## config.mk

```make
export PLATFORM = sky130hd
export DESIGN_NAME = seg_capture
export DESIGN_NICKNAME = d
export VERILOG_FILES = /design/src/rtl/seg_pkg.sv /design/src/rtl/seg_glyph_lookup.sv /design/src/rtl/seg_capture.sv
export SDC_FILE = /design/constraint.sdc
export NUM_CORES = 1
export LEC_CHECK = 0
export CAP_MARGIN = 20
export CORE_AREA = 2 2 58 60
export CTS_BUF_LIST = sky130_fd_sc_hd__clkbuf_16
export DETAILED_ROUTE_END_ITERATION = 10
export DIE_AREA = 0 0 60 62
export PLACE_DENSITY = 0.76
export SYNTH_ARGS = -nofsm -noshare
export SYNTH_HDL_FRONTEND = slang
export SYNTH_SLANG_ARGS = --single-unit
```

## constraint.sdc

```tcl
create_clock -name clk -period 3 [get_ports clk]
set_clock_uncertainty 0.15 [all_clocks]
set_input_delay 0.45 -clock clk [delete_from_list [all_inputs] [get_ports clk]]
set_output_delay 0.45 -clock clk [all_outputs]
set_load 0.05 [all_outputs]
```

## src/rtl/seg_pkg.sv

```systemverilog
// seg_pkg: seven-segment glyph constants (bit order A..G) and the capture state type,
// shared by the display decoder, seg_capture and their benches.
package seg_pkg;
  localparam logic [6:0] SEG_BLANK = 7'b0000000;
  localparam logic [6:0] SEG_0 = 7'b1111110;
  localparam logic [6:0] SEG_1 = 7'b0110000;
  localparam logic [6:0] SEG_2 = 7'b1101101;
  localparam logic [6:0] SEG_3 = 7'b1111001;
  localparam logic [6:0] SEG_4 = 7'b0110011;
  localparam logic [6:0] SEG_5 = 7'b1011011;
  localparam logic [6:0] SEG_6 = 7'b1011111;
  localparam logic [6:0] SEG_7 = 7'b1110000;
  localparam logic [6:0] SEG_8 = 7'b1111111;
  localparam logic [6:0] SEG_9 = 7'b1111011;
  localparam logic [6:0] SEG_A = 7'b1110111;
  localparam logic [6:0] SEG_B = 7'b0011111;
  localparam logic [6:0] SEG_C = 7'b1001110;
  localparam logic [6:0] SEG_D = 7'b0111101;
  localparam logic [6:0] SEG_E = 7'b1001111;
  localparam logic [6:0] SEG_F = 7'b1000111;
  localparam logic [15:0][6:0] SEG_GLYPHS = {SEG_F, SEG_E, SEG_D, SEG_C, SEG_B, SEG_A, SEG_9, SEG_8,
                                             SEG_7, SEG_6, SEG_5, SEG_4, SEG_3, SEG_2, SEG_1, SEG_0};
  typedef enum logic {EMPTY, FULL} seg_state_t;
endpackage

```

## src/rtl/seg_glyph_lookup.sv

```systemverilog
// seg_glyph_lookup: inverse of the display decoder, maps an A..G pattern to its hex digit;
// err flags patterns outside the glyph set (digit is 0 then).
module seg_glyph_lookup
  import seg_pkg::*;
(
  input  logic [6:0] pat,
  output logic [3:0] digit,
  output logic       err
);
  always_comb begin
    digit = '0;
    err = 1'b1;
    for (int i = 0; i < 16; i++)
      if (pat == SEG_GLYPHS[i]) begin
        digit = 4'(i);
        err = 1'b0;
      end
  end
endmodule

```

## src/rtl/seg_capture.sv

```systemverilog
// seg_capture: waits for a segment pattern to hold STABLE_CYCLES clocks, decodes it once to hex
// and offers it over valid/ready. SEG_CAPTURE_DP_EN: Dp joins the stability/dedup compare and drives dp.
module seg_capture
  import seg_pkg::*;
#(
  parameter int unsigned STABLE_CYCLES = 4
) (
  input  logic       clk,
  input  logic       rst_n,
  input  logic       A,
  input  logic       B,
  input  logic       C,
  input  logic       D,
  input  logic       E,
  input  logic       F,
  input  logic       G,
  input  logic       Dp,
  input  logic       ready,
  output logic [3:0] digit,
  output logic       dp,
  output logic       err,
  output logic       valid,
  output logic       overrun
);
  if (STABLE_CYCLES < 1 || STABLE_CYCLES > 255) begin : g_bad_cfg
    $error("seg_capture: STABLE_CYCLES must be within 1..255");
  end
  localparam logic [7:0] SAT_CNT = 8'(STABLE_CYCLES);
  localparam logic [7:0] LAST_CNT = 8'(STABLE_CYCLES - 1);
  logic [7:0] in_v, s, last, cnt;
  logic [3:0] lk_digit;
  logic lk_err, accept, load;
  seg_state_t state;
`ifdef SEG_CAPTURE_DP_EN
  assign in_v = {A, B, C, D, E, F, G, Dp};
`else
  logic unused_dp;
  assign unused_dp = Dp;
  assign in_v = {A, B, C, D, E, F, G, 1'b0};
`endif
  // accept on the edge where cnt would step from STABLE_CYCLES-1 to STABLE_CYCLES
  assign accept = (in_v == s) && (cnt == LAST_CNT) && (s != last);
  assign load = accept && (s[7:1] != SEG_BLANK);
  seg_glyph_lookup u_lookup (.pat(s[7:1]), .digit(lk_digit), .err(lk_err));
  always_ff @(posedge clk or negedge rst_n)
    if (!rst_n) begin
      s <= '0;
      cnt <= '0;
      last <= {SEG_BLANK, 1'b0};
    end else begin
      s <= in_v;
      cnt <= (in_v != s) ? 8'd0 : (cnt == SAT_CNT) ? cnt : cnt + 8'd1;
      if (accept) last <= s;
    end
  always_ff @(posedge clk or negedge rst_n)
    if (!rst_n) begin
      state <= EMPTY;
      digit <= '0;
      dp <= 1'b0;
      err <= 1'b0;
      valid <= 1'b0;
      overrun <= 1'b0;
    end else begin
      overrun <= load && state == FULL && !ready;
      if (load && (state == EMPTY || ready)) begin
        state <= FULL;
        valid <= 1'b1;
        digit <= lk_digit;
        dp <= s[0];
        err <= lk_err;
      end else if (state == FULL && ready) begin
        state <= EMPTY;
        valid <= 1'b0;
      end
    end
endmodule

```

==> results_dict.tcl, run 1 <==
set metrics [dict create \
    synth_edf_count 0 \
    synth-async-reset-ratio 1.00 \
    synthFlopType "dfrtp_1" \
    clkSinkCount 29 \
    cts-root-buf "clkbuf_16" \
    netlist_area_um2 1630 \
    core_um2 3180 \
    diodes 0 \
    die_w_um 60 \
    track_usage 0.214 \
    grt_use_met1 0.256 \
    tightest_slew_ns 0.537 \
    vdd_drop_max_uv 279 \
    initial_core_util 0.514 \
    crit_path_start_kind "primary input" \
    detail-route-antenna-nets 0 \
    rr_worst_depth 6 \
    yosys_warnings 0 \
    maxCapViolations 0 \
    criticalPathCategory "primary input to register" \
    post_cts_buffers 0 \
    drt_iter0_drc 39 \
    setup_viol 0 \
    yosysSeqAreaShare 0.444 \
    gr-usage-met2 0.359 \
    syn_area_per_cell_um2 10.6 \
    required_ns 3.00 \
    drc_errors 0 \
    routabilityCongestion 0.861 \
    overflow 0 \
    pin_count 19 \
    fin_nets 187 \
    fmax_mhz 397 \
    std_cell_rows 21 \
    clkSlewWorstSetupHoldPaths_ns 0.05 \
    synth.most_common_cell "dfrtp_1" \
    wire_per_inst_um 14.7 \
    dieHeight_um 62 \
    place_area_um2 1860 \
    synth_common_cells "29 x dfrtp_1, 15 x nor2_1, 11 x xnor2_1" \
    grt_util_met3 0.0621 \
    vias 1195 \
    clk_latency_ns 0.27 \
    finalCritPeriodShare 0.840 \
    synth-seq-cells 29 \
    grt_pass1_wl_um 5660 \
    vias_per_cell 5.43 \
    tritoncts "yes" \
    rrSetupSlack_ns 0.62 \
    h-tree-depth 2 \
    first_pass_iters 4 \
    grt_antenna_before_repair 0 \
    clockBufferDepth 2 \
    p_leak_nw 0.855 \
    fin_tns_setup_ns 0 \
    drv_slew 0 \
    synth_fp_nets 167 \
    finalInstanceArea_um2 1990 \
    dieArea_um2 3720 \
    yosysTopAreaCell "dfrtp_1" \
    routed_wl_um 3230 \
    r2r-start "s[7]$_DFF_PN0_" \
    hpwlAfterDp_um 2220 \
    hold_class "register to register" \
    final_hold_viol_count 0 \
    grt.busiest_layer "met2" \
    post_cts_resized 0 \
    numCtsBuffers 5 \
    grt_pass1_vias 1201 \
    cts_hold_buf 0 \
    r2r_end "digit[1]$_DFFE_PN0P_" \
    p_total_uw 941 \
    cp_max_fo 9 \
    fillCellCount 264 \
    hold_depth 1 \
    status "completed" \
    slew-limit-headroom 0.642 \
    synthTopCellsByArea "dfrtp_1 44%, mux2_4 6.4%, xnor2_1 5.9%, xor2_1 5.4%, nor2_1 3.4%" \
    power_density_nw_per_um2 472 \
    grt_max_degree 30 \
    ys_types 39 \
    synthToLayoutAreaGrowth_pct 21.8 \
    endpoint_kind "register" \
    hold_path_end "digit[0]$_DFFE_PN0P_" \
    syn_inst 154 \
    period_minus_slack_ns 2.52 \
    rsz0062_at_grt "false" \
    yosysTopAreaCellShare 0.444 \
    min-delay-start "digit[0]$_DFFE_PN0P_" \
    post_route_cells_drive_above_1_share 0.132 \
    worstPathArrival_ns 2.53 \
    port_buffers 16 \
]
==> registers in the layout (all words and copies together), names as in the netlist <==
register / cells
last: 7
cnt: 8
err: 1
valid: 1
digit: 4
overrun: 1
s: 7
==> placed cells by master, fill, tap and decap left out, types with 3 or more instances in the layout <==
master and instances:
nand3b_1 3, mux2_1 3, xor2_1 10, a211oi_1 3, clkdlybuf4s50_1 16, dfrtp_1 29, inv_1 5, clkbuf_16 5
nand3_1 5, xnor2_1 11, buf_4 8, and3_1 3, nand2_1 5, a21oi_1 5, nand2b_1 5, mux2_4 7
nand4_1 5, nor2_1 15, o21ai_0 3
==> logic make-up after synthesis <==
kind of cell,after synthesis,share of synthesized area
mux,12,0.0972
flops,29,0.444
simple gates,56,0.217
xor+xnor,21,0.113
compound gates,18,0.0697
fa+ha+maj,2,0.0153
other cells,1,0.00229
buf+inv,15,0.0421
==> worst max path at each step <==
stage               from             endpoint  slack (ns)  cells after the start
floorplan              E  last[1]$_DFFE_PN0P_        0.62                      6
global placement       E  last[4]$_DFFE_PN0P_        0.18                      7
detailed placement     E  last[2]$_DFFE_PN0P_        0.18                      7
CTS                    E  last[6]$_DFFE_PN0P_        0.46                      7
global route           F  last[6]$_DFFE_PN0P_        0.38                      7
finish                 E  last[6]$_DFFE_PN0P_        0.48                      7
==> metal layers <==
metal	vias up	wire, um
met5	-	0
met4	0	59
met3	8	150
met2	29	1640
met1	584	1370
li1	574	-
==> report_power, final <==
group	switching, mW	leakage (nW)	internal, mW
Clock	0.160	0.0685	0.295
Sequential	0.0121	0.379	0.397
Combinational	0.0418	0.408	0.0346
Total	0.214	0.855	0.727
==> metrics by stage <==
step	util	setup slack [ns]	hold slack, ns	std cells
after floorplan	-	0.617	0.00441	154
after global placement	0.584	0.184	0.324	213
after detailed placement	0.584	0.180	0.328	213
after CTS	0.626	0.463	0.341	220
after global routing	0.626	0.381	0.364	220
final	0.626	0.479	0.336	220
==> area by class of cell <==
type                       instances  area [um2]  area share
sequential                        29         726       0.365
clock inverter                     2        7.51     0.00377
clock buffer                       5         125      0.0629
multi-input combinational        110         840       0.422
inverter                           4        15.0     0.00754
tap                               46        57.6      0.0289
timing repair buffer              24         220       0.111
==> worst max-delay path: stages <==
cell	delay [ns]
clkdlybuf4s50_1	0.43
xor2_1	0.17
nor4_4	0.32
nand4_4	0.12
or4_1	0.52
buf_4	0.20
mux2_4	0.31
Note: power is estimated with default switching activity, not from simulation.
==> run 2, diff against run 1 <==
--- a/config.mk
+++ b/config.mk
@@ -6,11 +6,11 @@
 export NUM_CORES = 1
 export LEC_CHECK = 0
 export CAP_MARGIN = 20
-export CORE_AREA = 2 2 58 60
+export CORE_AREA = 2 2 61 63
 export CTS_BUF_LIST = sky130_fd_sc_hd__clkbuf_16
 export DETAILED_ROUTE_END_ITERATION = 10
-export DIE_AREA = 0 0 60 62
-export PLACE_DENSITY = 0.76
+export DIE_AREA = 0 0 63 65
+export PLACE_DENSITY = 0.72
 export SYNTH_ARGS = -nofsm -noshare
 export SYNTH_HDL_FRONTEND = slang
 export SYNTH_SLANG_ARGS = --single-unit
==> constraint.sdc (replaced) <==
create_clock -name clk -period 2.2 [get_ports clk]
set_clock_uncertainty 0.15 [all_clocks]
set_input_delay 0.33 -clock clk [delete_from_list [all_inputs] [get_ports clk]]
set_output_delay 0.33 -clock clk [all_outputs]
set_load 0.05 [all_outputs]
==> run 2 against run 1 <==
Compared with the run above:
- the flow now finishes with violations (setup timing)
- die area up 10%
- clock power up 95%
- setup slack worse by 0.56 ns
- critical path depth down 1
- non-clock buffer count up 17
- via count up 9.0%
- critical endpoint is now last[3]$_DFFE_PN0P_
- highest routed layer unchanged
==> results_dict.tcl, run 2 (synthesized netlist as in run 1, its figures left out) <==
set metrics [dict create \
    status "finished, violations left" \
    violations "setup timing" \
    initial_core_util 0.467 \
    cts_hold_buf 0 \
    utilization 0.646 \
    vias 1303 \
    die_w_um 63 \
    first_pass_iters 4 \
    clk_latency_ns 0.28 \
    drc_errors 0 \
    setup_viol 7 \
    clkPwrFrac 0.567 \
    pin_count 19 \
    dieArea_um2 4100 \
    clkSlewWorstSetupHoldPaths_ns 0.05 \
    grt_max_degree 30 \
    largest_register "cnt" \
    std_cell_rows 22 \
    vias_per_cell 5.43 \
    final_common_cell "dfrtp_1" \
    layout_common_cells "29 x dfrtp_1, 21 x buf_4, 15 x nor2_1" \
    hold_slack_ns 0.201 \
    tritoncts "yes" \
    worstPathArrival_ns 2.28 \
    finalInstanceArea_um2 2260 \
    endpoint_kind "register" \
    period_minus_slack_ns 2.28 \
    grt_antenna_before_repair 0 \
    track_usage 0.205 \
    p_int_mw 1.24 \
    numCtsBuffers 5 \
    swShare 0.205 \
    fin_tns_setup_ns -0.410 \
    fillCellCount 267 \
    dieHeight_um 65 \
    place_area_um2 1960 \
    clockBufferDepth 2 \
    core_um2 3500 \
    clkSinkCount 29 \
    routed_wl_um 3760 \
    fmax_mhz 439 \
    p_switching_uw 320 \
    h-tree-depth 2 \
    vdd_drop_max_uv 436 \
    hpwlAfterDp_um 2430 \
    tightest_slew_ns 0.500 \
    port_buffers 16 \
    final_hold_viol_count 0 \
    fin_nets 204 \
    wire_per_inst_um 15.6 \
    synthToLayoutAreaGrowth_pct 38.3 \
    grt_pass1_vias 1331 \
    setup_ws_ns -0.0759 \
    reg_top3 "cnt: 8 flops, last: 7 flops, s: 7 flops" \
    largest_reg_flops 8 \
    detail-route-antenna-nets 0 \
    comb_power_share 0.080 \
    cp_max_fo 12 \
    post_route_cells_drive_above_1_share 0.281 \
    maxCapViolations 0 \
    p_total_mw 1.56 \
    slew-limit-headroom 0.665 \
    seq_power_share 0.353 \
    finalCritPeriodShare 1.03 \
    rsz0062_at_grt "true" \
    drt_iter0_drc 57 \
    cts-root-buf "clkbuf_16" \
    required_ns 2.21 \
    hold_class "primary input to register" \
    criticalPathCategory "register to register" \
    routabilityCongestion 0.874 \
    p_leak_nw 0.988 \
    hold_depth 1 \
    rr_worst_depth 6 \
    drv_slew 0 \
    power_density_nw_per_um2 691 \
    crit_path_start_kind "register" \
    grt_pass1_wl_um 6260 \
    diodes 0 \
    overflow 0 \
]
run 2: path summary, 6_finish.rpt:
check | startpoint | endpoint | slack, ns
worst max-delay path | s[3]$_DFF_PN0_ | last[3]$_DFFE_PN0P_ | -0.08
worst min-delay path | A | s[7]$_DFF_PN0_ | 0.20
worst max register to register | s[3]$_DFF_PN0_ | last[3]$_DFFE_PN0P_ | -0.08
worst min register to register | digit[1]$_DFFE_PN0P_ | digit[1]$_DFFE_PN0P_ | 0.33
max in group asynchronous | rst_n | cnt[2]$_DFFE_PN0P_ | 1.34
min in group asynchronous | rst_n | s[3]$_DFF_PN0_ | 0.29
run 2: cell type report:
type | instances | area [um2] | share of cell area
multi-input cells | 110 | 910 | 0.403
flip-flops and latches | 29 | 726 | 0.321
repair buffers | 41 | 359 | 0.159
clock buffers | 5 | 125 | 0.0554
clock inverters | 3 | 65.1 | 0.0288
well taps | 48 | 60.1 | 0.0266
inverters | 4 | 15.0 | 0.00664
run 2: per-stage QoR:
| stage | cells | worst slack, ns |
|---|---|---|
| 2_1_floorplan | 154 | -0.152 |
| 3_3_place_gp | 227 | -0.467 |
| 3_5_place_dp | 227 | -0.485 |
| 4_1_cts | 238 | 0.00325 |
| 5_1_grt | 240 | -0.0881 |
| 6_report | 240 | -0.0759 |
run 2: power by group through the flow:
stage	clock network (mW)	registers, mW	logic [mW]
3_5_place_dp	0	0.559	0.118
5_1_grt	0.909	0.552	0.136
3_3_place_gp	0	0.558	0.113
4_1_cts	0.887	0.552	0.120
6_report	0.885	0.552	0.124
2_1_floorplan	0	0.556	0.0728
run 2: worst max-delay path, cell delays in order (launching register included):
cell and delay [ns]:
dfrtp_1 0.41, buf_4 0.19, xor2_1 0.26, nor4_2 0.12, or4_4 0.56, buf_6 0.16
mux2_4 0.30
run 2: layer usage:
layer / vias to the layer above / wire (um) / share of wire / track usage
met5: - / 0 / 0 / 0
met4: 0 / 89 / 0.024 / 0.111
met3: 7 / 182 / 0.048 / 0.0486
met2: 36 / 1860 / 0.49 / 0.350
met1: 651 / 1630 / 0.43 / 0.238
li1: 609 / - / - / -
run 2: timing repair:
action                     in CTS  in global routing
resized for setup              14                  5
pin swaps                       5                  2
cloned                          1                  0
setup endpoints to repair      14                 13
buffers inserted                2                  2
==> run 3, diff against run 2 <==
--- a/config.mk
+++ b/config.mk
@@ -6,11 +6,11 @@
 export NUM_CORES = 1
 export LEC_CHECK = 0
 export CAP_MARGIN = 20
-export CORE_AREA = 2 2 61 63
+export CORE_AREA = 2 2 52 73
 export CTS_BUF_LIST = sky130_fd_sc_hd__clkbuf_16
 export DETAILED_ROUTE_END_ITERATION = 10
-export DIE_AREA = 0 0 63 65
-export PLACE_DENSITY = 0.72
+export DIE_AREA = 0 0 54 75
+export PLACE_DENSITY_LB_ADDON = 0.3
 export SYNTH_ARGS = -nofsm -noshare
 export SYNTH_HDL_FRONTEND = slang
 export SYNTH_SLANG_ARGS = --single-unit
==> run 3 against run 2 <==
Compared with the run above:
- the run still ends with setup timing left
- utilization up 0.81 points
- total power down 18%
- critical path depth unchanged
- worst hold slack got worse by 0.020 ns
- non-clock buffer count rose by 1
==> results_dict.tcl, run 3 (synthesized netlist as in run 1, its figures left out) <==
set metrics [dict create \
    status "finished, violations left" \
    violations "setup timing" \
    p_leak_nw 0.973 \
    finalInstanceArea_um2 2210 \
    synthToLayoutAreaGrowth_pct 35.3 \
    grt_antenna_before_repair 0 \
    slowest_stage "or4_4" \
    path_cells "xor2_2, nor4_4, nand4_4, or4_4, buf_6, mux2_4" \
    met1Wirelength_um 1390 \
    rrSetupSlack_ns -0.05 \
    hold_slack_ns 0.182 \
    fmax_mhz 444 \
    vdd_drop_max_uv 495 \
    numCtsBuffers 5 \
    worstPathArrival_ns 2.26 \
    rsz0062_at_grt "true" \
    drt_iter0_drc 40 \
    clockBufferDepth 2 \
    criticalPathCategory "register to register" \
    layout_common_cells "29 x dfrtp_1, 21 x buf_4, 15 x nor2_1" \
    setup_ws_ns -0.0521 \
    met3RoutedLength_um 164 \
    clk_latency_ns 0.27 \
    hold_class "primary input to register" \
    fin_tns_setup_ns -0.307 \
    vias_per_cell 5.53 \
    clkSlewWorstSetupHoldPaths_ns 0.05 \
    r2r_end "last[7]$_DFFE_PN0P_" \
    detail-route-antenna-nets 0 \
    hpwlAfterDp_um 2480 \
    slowest_delay_ns 0.52 \
    vias 1282 \
    maxCapViolations 0 \
    grt_pass1_wl_um 5730 \
    stdcell_count 232 \
    cts_hold_buf 0 \
    first_pass_iters 4 \
    std_cell_rows 25 \
    tritoncts "yes" \
    period_minus_slack_ns 2.25 \
    largest_register "cnt" \
    place_area_um2 1970 \
    routabilityCongestion 0.786 \
    core_um2 3380 \
    dp_cells 222 \
    power_density_nw_per_um2 582 \
    grt_max_degree 30 \
    crit_path_start_kind "register" \
    endpoint_kind "register" \
    reg_top3 "cnt: 8 flops, last: 7 flops, s: 7 flops" \
    pre_cts_ws_ns -0.495 \
    h-tree-depth 2 \
    pin_count 19 \
    final_common_cell "dfrtp_1" \
    initial_core_util 0.484 \
    final_hold_viol_count 0 \
    overflow 0 \
    routed_wl_um 3550 \
    fillCellCount 270 \
    r2r-start "s[4]$_DFF_PN0_" \
    critPathTopFamily "simple AND/OR/NAND/NOR gates" \
    port_buffers 16 \
    hold_depth 1 \
    hold_path_end "s[2]$_DFF_PN0_" \
    p_total_mw 1.29 \
    track_usage 0.201 \
    grt_pass1_vias 1300 \
    rr_worst_depth 6 \
    dieArea_um2 4050 \
    largest_reg_flops 8 \
    regArea_um2 726 \
    wl_met2_um 1870 \
    multi_input_area_um2 918 \
    finalCritPeriodShare 1.02 \
    highest_layer "met4" \
    min-delay-start "F" \
    drv_slew 0 \
    required_ns 2.20 \
    die_w_um 54 \
    drc_errors 0 \
    diodes 0 \
    dieHeight_um 75 \
    setup_viol 7 \
    utilization 0.654 \
    clkSinkCount 29 \
    wire_per_inst_um 15.3 \
    cp_max_fo 5 \
    fin_nets 205 \
    cts-root-buf "clkbuf_16" \
    post_route_cells_drive_above_1_share 0.281 \
    path_buf_inv 1 \
]
run 3: cell count changes in the layout (fill, tap and decap cells not counted), moves of 2 or more:
cell,delta
mux2_1,-3
mux2_4,+3
bufinv_16,-2
nor4_2,-2
run 3: layer usage:
layer	up-vias	GRT usage
met5	-	0
met3	12	0.0476
met4	0	0.114
li1	611	-
met2	37	0.346
met1	622	0.224
run 3: cell type report:
type,instances,area share
clock inverter,2,0.00340
inverter,4,0.00679
sequential,29,0.328
clock buffer,5,0.0566
multi-input combinational,110,0.415
timing repair buffer,42,0.167
tap,40,0.0226
run 3: how the worst max path moves through the flow:
stage | from | to | depth (start not counted)
global placement | D | last[6]$_DFFE_PN0P_ | 7
finish | s[4]$_DFF_PN0_ | last[7]$_DFFE_PN0P_ | 6
detailed placement | D | last[5]$_DFFE_PN0P_ | 7
CTS | s[3]$_DFF_PN0_ | last[5]$_DFFE_PN0P_ | 6
floorplan | s[4]$_DFF_PN0_ | last[1]$_DFFE_PN0P_ | 7
global route | s[4]$_DFF_PN0_ | last[5]$_DFFE_PN0P_ | 6
run 3: power breakdown:
group | switching, mW | internal (mW) | leakage [nW]
clock | 0.209 | 0.401 | 0.0685
sequential | 0.0107 | 0.542 | 0.379
combinational | 0.0698 | 0.0546 | 0.526
total | 0.290 | 0.998 | 0.973
run 3: timing repair:
item                       in CTS  in global routing
hold endpoints to repair        0                  0
pin swaps                       7                  6
setup endpoints to repair      14                 12
buffers inserted                2                  2
resized for setup              16                  8
cloned                          1                  0
